`config.mk`:
```
export PLATFORM = sky130hd
export DESIGN_NAME = armleocpu_axi_refill_unit_flat
export DESIGN_NICKNAME = d
export VERILOG_FILES = /design/src/rtl/armleocpu_axi_refill_unit_pkg.sv /design/src/rtl/armleocpu_axi_refill_unit_if.sv /design/src/rtl/armleocpu_axi_refill_unit.sv /design/src/flat_wrapper.sv
export SDC_FILE = /design/constraint.sdc
export NUM_CORES = 1
export LEC_CHECK = 0
export CAP_MARGIN = 25
export CORE_AREA = 5 5 113 115
export DETAILED_ROUTE_END_ITERATION = 6
export DIE_AREA = 0 0 118 120
export HOLD_SLACK_MARGIN = 0.03
export MAX_ROUTING_LAYER = met4
export PLACE_DENSITY = 0.82
export RECOVER_POWER = 25
export SLEW_MARGIN = 20
export SYNTH_ARGS = -nofsm -noshare
export SYNTH_HDL_FRONTEND = slang
export SYNTH_SLANG_ARGS = --single-unit
```
`constraint.sdc`:
```
create_clock -name clk -period 2.6 [get_ports clk]
set_clock_uncertainty 0.15 [all_clocks]
set_input_delay 0.39 -clock clk [delete_from_list [all_inputs] [get_ports clk]]
set_output_delay 0.39 -clock clk [all_outputs]
set_load 0.005 [all_outputs]
```
`src/rtl/armleocpu_axi_refill_unit_pkg.sv`:
```
// Shared AXI encodings and FSM state type for the cache refill/write-through master.
package armleocpu_axi_refill_unit_pkg;

    localparam int DATA_WIDTH = 32;

    localparam logic [1:0] AXI_BURST_FIXED = 2'b00;
    localparam logic [1:0] AXI_BURST_INCR  = 2'b01;
    localparam logic [1:0] AXI_BURST_WRAP  = 2'b10;

    localparam logic [1:0] AXI_RESP_OKAY   = 2'b00;
    localparam logic [1:0] AXI_RESP_EXOKAY = 2'b01;
    localparam logic [1:0] AXI_RESP_SLVERR = 2'b10;
    localparam logic [1:0] AXI_RESP_DECERR = 2'b11;

    localparam logic [2:0] AXI_SIZE_WORD = 3'd2;

    typedef enum logic [2:0] {
        ST_IDLE,
        ST_AR,
        ST_R,
        ST_AWW,
        ST_B
    } state_t;

endpackage

```
`src/rtl/armleocpu_axi_refill_unit_if.sv`:
```
// AXI4 bus (AW/W/B/AR/R) between the refill master and its slave.
interface armleocpu_axi_refill_unit_if #(
    parameter int ADDR_WIDTH = 32,
    parameter int ID_WIDTH   = 4
);
    logic                  awvalid;
    logic                  awready;
    logic [ADDR_WIDTH-1:0] awaddr;
    logic [7:0]            awlen;
    logic [2:0]            awsize;
    logic [1:0]            awburst;
    logic [ID_WIDTH-1:0]   awid;

    logic                  wvalid;
    logic                  wready;
    logic [31:0]           wdata;
    logic [3:0]            wstrb;
    logic                  wlast;

    logic                  bvalid;
    logic                  bready;
    logic [1:0]            bresp;
    logic [ID_WIDTH-1:0]   bid;

    logic                  arvalid;
    logic                  arready;
    logic [ADDR_WIDTH-1:0] araddr;
    logic [7:0]            arlen;
    logic [2:0]            arsize;
    logic [1:0]            arburst;
    logic [ID_WIDTH-1:0]   arid;

    logic                  rvalid;
    logic                  rready;
    logic [1:0]            rresp;
    logic                  rlast;
    logic [31:0]           rdata;
    logic [ID_WIDTH-1:0]   rid;

    modport master (
        output awvalid, awaddr, awlen, awsize, awburst, awid,
        input  awready,
        output wvalid, wdata, wstrb, wlast,
        input  wready,
        input  bvalid, bresp, bid,
        output bready,
        output arvalid, araddr, arlen, arsize, arburst, arid,
        input  arready,
        input  rvalid, rresp, rlast, rdata, rid,
        output rready
    );

    modport slave (
        input  awvalid, awaddr, awlen, awsize, awburst, awid,
        output awready,
        input  wvalid, wdata, wstrb, wlast,
        output wready,
        output bvalid, bresp, bid,
        input  bready,
        input  arvalid, araddr, arlen, arsize, arburst, arid,
        output arready,
        output rvalid, rresp, rlast, rdata, rid,
        input  rready
    );

endinterface

```
`src/rtl/armleocpu_axi_refill_unit.sv`:
```
// Cache-side request to AXI4: critical-word-first WRAP line refill or single-beat write-through.
module armleocpu_axi_refill_unit
    import armleocpu_axi_refill_unit_pkg::*;
#(
    parameter int ADDR_WIDTH = 32,
    parameter int ID_WIDTH   = 4,
    parameter int AXI_ID     = 0,
    parameter int LINE_WORDS = 16,
    localparam int IDX_W     = $clog2(LINE_WORDS)
) (
    input  logic                  clk,
    input  logic                  rst_n,

    input  logic                  req_valid,
    output logic                  req_ready,
    input  logic                  req_write,
    input  logic [ADDR_WIDTH-1:0] req_addr,
    input  logic [31:0]           req_wdata,
    input  logic [3:0]            req_wstrb,

    output logic                  resp_valid,
    input  logic                  resp_ready,
    output logic [31:0]           resp_data,
    output logic [IDX_W-1:0]      resp_index,
    output logic                  resp_last,
    output logic                  resp_error,

    armleocpu_axi_refill_unit_if.master axi
);

    state_t                state_reg, state_next;
    logic [ADDR_WIDTH-1:2] addr_reg, addr_next;
    logic [31:0]           wdata_reg, wdata_next;
    logic [3:0]            wstrb_reg, wstrb_next;
    logic [IDX_W-1:0]      start_reg, start_next;
    logic [IDX_W-1:0]      cnt_reg, cnt_next;
    logic                  arvalid_reg, arvalid_next;
    logic                  awvalid_reg, awvalid_next;
    logic                  wvalid_reg, wvalid_next;

    logic beat_last;
    logic aw_done;
    logic w_done;
    logic unused_bits;

    assign beat_last   = (cnt_reg == IDX_W'(LINE_WORDS - 1));
    // A channel counts as done once its valid has dropped or its handshake is happening now.
    assign aw_done     = !awvalid_reg || axi.awready;
    assign w_done      = !wvalid_reg || axi.wready;
    assign unused_bits = ^{req_addr[1:0], axi.rresp[0], axi.bresp[0], axi.rid, axi.bid};

    assign axi.arvalid = arvalid_reg;
    assign axi.araddr  = {addr_reg, 2'b00};
    assign axi.arlen   = 8'(LINE_WORDS - 1);
    assign axi.arsize  = AXI_SIZE_WORD;
    assign axi.arburst = AXI_BURST_WRAP;
    assign axi.arid    = ID_WIDTH'(AXI_ID);

    assign axi.awvalid = awvalid_reg;
    assign axi.awaddr  = {addr_reg, 2'b00};
    assign axi.awlen   = 8'd0;
    assign axi.awsize  = AXI_SIZE_WORD;
    assign axi.awburst = AXI_BURST_INCR;
    assign axi.awid    = ID_WIDTH'(AXI_ID);

    assign axi.wvalid  = wvalid_reg;
    assign axi.wdata   = wdata_reg;
    assign axi.wstrb   = wstrb_reg;
    assign axi.wlast   = 1'b1;

    assign resp_data   = axi.rdata;

    always_comb begin
        state_next   = state_reg;
        addr_next    = addr_reg;
        wdata_next   = wdata_reg;
        wstrb_next   = wstrb_reg;
        start_next   = start_reg;
        cnt_next     = cnt_reg;
        arvalid_next = arvalid_reg;
        awvalid_next = awvalid_reg;
        wvalid_next  = wvalid_reg;
        req_ready    = 1'b0;
        resp_valid   = 1'b0;
        resp_index   = start_reg;
        resp_last    = 1'b0;
        resp_error   = 1'b0;
        axi.rready   = 1'b0;
        axi.bready   = 1'b0;

        case (state_reg)
            ST_IDLE: begin
                req_ready = rst_n;
                if (req_valid) begin
                    addr_next  = req_addr[ADDR_WIDTH-1:2];
                    wdata_next = req_wdata;
                    wstrb_next = req_wstrb;
                    start_next = req_addr[IDX_W+1:2];
                    cnt_next   = '0;
                    if (req_write) begin
                        state_next   = ST_AWW;
                        awvalid_next = 1'b1;
                        wvalid_next  = 1'b1;
                    end else begin
                        state_next   = ST_AR;
                        arvalid_next = 1'b1;
                    end
                end
            end
            ST_AR: begin
                if (axi.arready) begin
                    arvalid_next = 1'b0;
                    cnt_next     = '0;
                    state_next   = ST_R;
                end
            end
            ST_R: begin
                axi.rready = resp_ready;
                resp_valid = axi.rvalid;
                resp_index = start_reg + cnt_reg;
                resp_last  = beat_last;
                // The local beat count is authoritative; a misplaced rlast is reported, not obeyed.
                resp_error = axi.rresp[1] | (axi.rlast != beat_last);
                if (axi.rvalid && resp_ready) begin
                    cnt_next = cnt_reg + 1'b1;
                    if (beat_last) begin
                        state_next = ST_IDLE;
                    end
                end
            end
            ST_AWW: begin
                if (awvalid_reg && axi.awready) begin
                    awvalid_next = 1'b0;
                end
                if (wvalid_reg && axi.wready) begin
                    wvalid_next = 1'b0;
                end
                if (aw_done && w_done) begin
                    state_next = ST_B;
                end
            end
            ST_B: begin
                axi.bready = resp_ready;
                resp_valid = axi.bvalid;
                resp_last  = 1'b1;
                resp_error = axi.bresp[1];
                if (axi.bvalid && resp_ready) begin
                    state_next = ST_IDLE;
                end
            end
            default: begin
                state_next = ST_IDLE;
            end
        endcase
    end

    always_ff @(posedge clk or negedge rst_n) begin
        if (!rst_n) begin
            state_reg   <= ST_IDLE;
            addr_reg    <= '0;
            wdata_reg   <= '0;
            wstrb_reg   <= '0;
            start_reg   <= '0;
            cnt_reg     <= '0;
            arvalid_reg <= 1'b0;
            awvalid_reg <= 1'b0;
            wvalid_reg  <= 1'b0;
        end else begin
            state_reg   <= state_next;
            addr_reg    <= addr_next;
            wdata_reg   <= wdata_next;
            wstrb_reg   <= wstrb_next;
            start_reg   <= start_next;
            cnt_reg     <= cnt_next;
            arvalid_reg <= arvalid_next;
            awvalid_reg <= awvalid_next;
            wvalid_reg  <= wvalid_next;
        end
    end

endmodule

```
`src/flat_wrapper.sv`:
```
// flat-port wrapper written by rule: the top's interface ports become plain ports
module armleocpu_axi_refill_unit_flat import armleocpu_axi_refill_unit_pkg::*;
#(
    parameter int ADDR_WIDTH = 32,
    parameter int ID_WIDTH   = 4,
    parameter int AXI_ID     = 0,
    parameter int LINE_WORDS = 16,
    localparam int IDX_W     = $clog2(LINE_WORDS)
)
  (clk, rst_n, req_valid, req_ready, req_write, req_addr, req_wdata, req_wstrb, resp_valid, resp_ready, resp_data, resp_index, resp_last, resp_error, axi_awvalid, axi_awaddr, axi_awlen, axi_awsize, axi_awburst, axi_awid, axi_awready, axi_wvalid, axi_wdata, axi_wstrb, axi_wlast, axi_wready, axi_bvalid, axi_bresp, axi_bid, axi_bready, axi_arvalid, axi_araddr, axi_arlen, axi_arsize, axi_arburst, axi_arid, axi_arready, axi_rvalid, axi_rresp, axi_rlast, axi_rdata, axi_rid, axi_rready);
  armleocpu_axi_refill_unit_if #(.ADDR_WIDTH(ADDR_WIDTH), .ID_WIDTH(ID_WIDTH)) axi_i ();
  input  logic clk;
  input  logic rst_n;
  input  logic req_valid;
  output logic req_ready;
  input  logic req_write;
  input  logic [ADDR_WIDTH-1:0] req_addr;
  input  logic [31:0] req_wdata;
  input  logic [3:0] req_wstrb;
  output logic resp_valid;
  input  logic resp_ready;
  output logic [31:0] resp_data;
  output logic [IDX_W-1:0] resp_index;
  output logic resp_last;
  output logic resp_error;
  output wire logic [$bits(axi_i.awvalid)-1:0] axi_awvalid;
  output wire logic [$bits(axi_i.awaddr)-1:0] axi_awaddr;
  output wire logic [$bits(axi_i.awlen)-1:0] axi_awlen;
  output wire logic [$bits(axi_i.awsize)-1:0] axi_awsize;
  output wire logic [$bits(axi_i.awburst)-1:0] axi_awburst;
  output wire logic [$bits(axi_i.awid)-1:0] axi_awid;
  input wire logic [$bits(axi_i.awready)-1:0] axi_awready;
  output wire logic [$bits(axi_i.wvalid)-1:0] axi_wvalid;
  output wire logic [$bits(axi_i.wdata)-1:0] axi_wdata;
  output wire logic [$bits(axi_i.wstrb)-1:0] axi_wstrb;
  output wire logic [$bits(axi_i.wlast)-1:0] axi_wlast;
  input wire logic [$bits(axi_i.wready)-1:0] axi_wready;
  input wire logic [$bits(axi_i.bvalid)-1:0] axi_bvalid;
  input wire logic [$bits(axi_i.bresp)-1:0] axi_bresp;
  input wire logic [$bits(axi_i.bid)-1:0] axi_bid;
  output wire logic [$bits(axi_i.bready)-1:0] axi_bready;
  output wire logic [$bits(axi_i.arvalid)-1:0] axi_arvalid;
  output wire logic [$bits(axi_i.araddr)-1:0] axi_araddr;
  output wire logic [$bits(axi_i.arlen)-1:0] axi_arlen;
  output wire logic [$bits(axi_i.arsize)-1:0] axi_arsize;
  output wire logic [$bits(axi_i.arburst)-1:0] axi_arburst;
  output wire logic [$bits(axi_i.arid)-1:0] axi_arid;
  input wire logic [$bits(axi_i.arready)-1:0] axi_arready;
  input wire logic [$bits(axi_i.rvalid)-1:0] axi_rvalid;
  input wire logic [$bits(axi_i.rresp)-1:0] axi_rresp;
  input wire logic [$bits(axi_i.rlast)-1:0] axi_rlast;
  input wire logic [$bits(axi_i.rdata)-1:0] axi_rdata;
  input wire logic [$bits(axi_i.rid)-1:0] axi_rid;
  output wire logic [$bits(axi_i.rready)-1:0] axi_rready;
  assign axi_awvalid = axi_i.awvalid;
  assign axi_awaddr = axi_i.awaddr;
  assign axi_awlen = axi_i.awlen;
  assign axi_awsize = axi_i.awsize;
  assign axi_awburst = axi_i.awburst;
  assign axi_awid = axi_i.awid;
  assign axi_i.awready = axi_awready;
  assign axi_wvalid = axi_i.wvalid;
  assign axi_wdata = axi_i.wdata;
  assign axi_wstrb = axi_i.wstrb;
  assign axi_wlast = axi_i.wlast;
  assign axi_i.wready = axi_wready;
  assign axi_i.bvalid = axi_bvalid;
  assign axi_i.bresp = axi_bresp;
  assign axi_i.bid = axi_bid;
  assign axi_bready = axi_i.bready;
  assign axi_arvalid = axi_i.arvalid;
  assign axi_araddr = axi_i.araddr;
  assign axi_arlen = axi_i.arlen;
  assign axi_arsize = axi_i.arsize;
  assign axi_arburst = axi_i.arburst;
  assign axi_arid = axi_i.arid;
  assign axi_i.arready = axi_arready;
  assign axi_i.rvalid = axi_rvalid;
  assign axi_i.rresp = axi_rresp;
  assign axi_i.rlast = axi_rlast;
  assign axi_i.rdata = axi_rdata;
  assign axi_i.rid = axi_rid;
  assign axi_rready = axi_i.rready;
  armleocpu_axi_refill_unit #(.ADDR_WIDTH(ADDR_WIDTH), .ID_WIDTH(ID_WIDTH), .AXI_ID(AXI_ID), .LINE_WORDS(LINE_WORDS)) u_core (.clk(clk), .rst_n(rst_n), .req_valid(req_valid), .req_ready(req_ready), .req_write(req_write), .req_addr(req_addr), .req_wdata(req_wdata), .req_wstrb(req_wstrb), .resp_valid(resp_valid), .resp_ready(resp_ready), .resp_data(resp_data), .resp_index(resp_index), .resp_last(resp_last), .resp_error(resp_error), .axi(axi_i));
endmodule
```
==> impl_results.md <==
* Fin Setup TNS at 0 ns
* Final Max Tran Viols at 0
* Synth Flop Type: dfrtp_1
* Most frequent cell after synthesis: buf_4
* Reg-to-Reg Start: u_core.state_reg[0]
* WHS at 0.3404 ns
* Cell Area, Synth at 0.003990 mm2
* Final setup fails at 0
* Mapped Cells at 333
* Min-delay worst type: register to register
* Fin crit share at 97.11%
* Setup crit start: u_core.cnt_reg[1]
* Crit path largest cell delay at 0.40 ns
* HP Start: u_core.axi.wstrb[1]
* Area grow syn2layout at 45.63%
* Sequential area share after synthesis at 47.66%
* First-pass GRT wire length at 16190 um
* Crit-path max FO at 4
* Pwr Density at 1184 mW/mm2
* Slowest CP cell: dfrtp_1
* Worst Path Arrival at 1.98 ns
* Total length of routed wires at 10340 um
* Minimum clock period at 2.525 ns
* Number of synthesis warnings at 0
* Largest area contributor in the netlist: dfrtp_1
* Max VDD drop at 0.5894 mV
* Leak Pwr at 2.472 nW
* Final instance area at 0.005811 mm2
* Placement Cell Area at 0.005461 mm2
* Worst slew pin tran at 0.9466 ns
* Startpoint types: register
* List of most frequent post-synthesis cells: 103 x buf_4, 76 x dfrtp_1, 62 x mux2_2
* Synth top area share at 47.66%
* Critical path type: register to primary output
* Max_slew headroom at 36.00%
* Fin. Hold Viols at 0
* CTS tree: built
* Clk slew on worst S/H paths at 0.06 ns
* Latest clock arrival within the worst-skew pair at 0.32 ns
* Largest delay contributor family on the critical path: buffers and inverters
* Die H at 120 um
* Max reg flops at 32
* Share of cells above drive strength 1 at 21.34%
* HPWL after detailed placement at 8204 um
* Clock Path Buffers at 2
* Status: complete, no violations
* Htree depth at 3
* Initial antenna violation count at 1
* Gr usage total at 14.56%
* Largest net degree at the start of global routing at 54
* Number of max-cap violations at 0
* Cell variety after synth at 31
* Number of buffers created by CTS at 9
* Remaining DRCs at 0
* Initial Util at 34.07%
* CTS sink count at 76
* Worst setup EP type: primary output
* Vias in the first global route at 3125
* Die X at 118 um
* Synth Area per Inst at 11.98 um2
* Post-Place Cells at 602
* Io pins at 303
* Fmax at 396.1 MHz
* Port bufs at 187
* Vias at 2755
* # nets final at 601
* Antenna-violating nets left at 0
* Starting DRC count in detailed routing at 97
* Crit-path cells: buf_4 > inv_1 > fa_1 > xnor2_1 > mux2_2 > dlygate4sd2_1
* WP buf/inv at 3
* Grt ovf at 0
* EDFF count, synth at 0
* Drt first pass iters at 4
* GP Congestion at 0.8136
* Yosys reg bits at 76
* Die area at 0.01416 mm2
* Rows at 40
* Synth top area cells: dfrtp_1 48%, buf_4 19%, mux2_2 17%
* Non-Filler Instances at 626
* CTS Root Cell: clkbuf_16
* Core box area at 0.01171 mm2
* Via/cell ratio at 4.401
* Required time worst endpoint at 2.06 ns
* Async SR Flop Fraction at 100.0%
* Wire length per cell at 16.51 um
[path summary, 6_finish.rpt]
path	cells after the start	slack, ns	end
hold reg to reg	1	0.34	u_core.axi.wstrb[1]
hold / removal	1	0.34	u_core.axi.wstrb[1]
max in group asynchronous	4	0.82	u_core.addr_reg[23]
setup reg to reg	4	0.28	u_core.axi.wdata[16]
setup / recovery	6	0.08	resp_index[2]
min in group asynchronous	3	0.50	u_core.addr_reg[8]
[power breakdown]
group | internal, mW | switching [mW] | leakage [nW] | total, mW
clock | 0.674 | 0.478 | 0.128 | 1.15
sequential | 1.78 | 0.397 | 0.900 | 2.18
combinational | 2.36 | 1.20 | 1.44 | 3.55
[metrics by stage]
step / worst slack (ns) / total power [mW] / utilization [%]
finish: 0.07523 / 6.883 / 49.62
global placement: 0.1327 / 5.673 / 46.63
CTS: -0.03828 / 7.016 / 49.31
floorplan: 0.6559 / 3.903 / -
detailed placement: 0.09904 / 5.800 / 46.63
global route: -0.01146 / 7.366 / 49.62
[cell usage in the layout (no fill, tap or decap), drive strengths merged, types with 2 or more instances in the layout]
cell type,netlist,layout
and2,2,2
a21o,2,2
clkbuf,1,11
nor2,3,3
buf,110,17
nor2b,2,2
nand3,2,2
dlygate4sd2,0,3
conb,2,39
a21oi,4,4
xnor2,2,2
mux2,68,68
nand2,13,13
clkdlybuf4s50,0,167
nand2b,5,5
a22oi,3,3
clkinvlp,0,3
nor4b,2,2
inv,8,9
mux2i,3,3
a22o,4,4
ha,4,4
dfrtp,76,76
o21ai,10,10
dlygate4sd3,0,15
nor3b,2,2
[cell families after synthesis]
group | share of synthesized area (%)
compound gates | 4.171
mux | 19.94
fa+ha+maj | 1.756
xor+xnor | 0.6586
buf+inv | 21.13
other cells | 0.1882
flops | 47.66
simple gates | 4.484
[layout make-up]
type                    instances  area [um2]
diodes                          1       2.502
clock buffers                  11       242.7
clock inverters                 5       36.28
fillers                      1024        5901
inverters                       8       30.03
multi-input cells             175        1398
flip-flops and latches         76        1903
well taps                     147       183.9
repair buffers                203        2014
[per-layer routing]
| metal | wire [um] | global-route usage, % | share of wire (%) | vias to the layer above |
|---|---|---|---|---|
| li1 | - | - | - | 1260 |
| met1 | 3800 | 15.56 | 37 | 1329 |
| met2 | 5314 | 24.72 | 51 | 151 |
| met3 | 1070 | 5.938 | 10 | 15 |
| met4 | 150 | 4.659 | 1.5 | 0 |
| met5 | 0 | - | 0 | - |
[timing repair]
item | 4_1_cts | 5_1_grt
pin swaps | 1 | 4
hold buffers | 1 | 0
endpoints found under the hold margin | 23 | 0
resized for setup | 7 | 9
setup endpoints to repair | 5 | 6
setup buffers | 3 | 3
No activity file was read; power rests on OpenSTA's default activity.
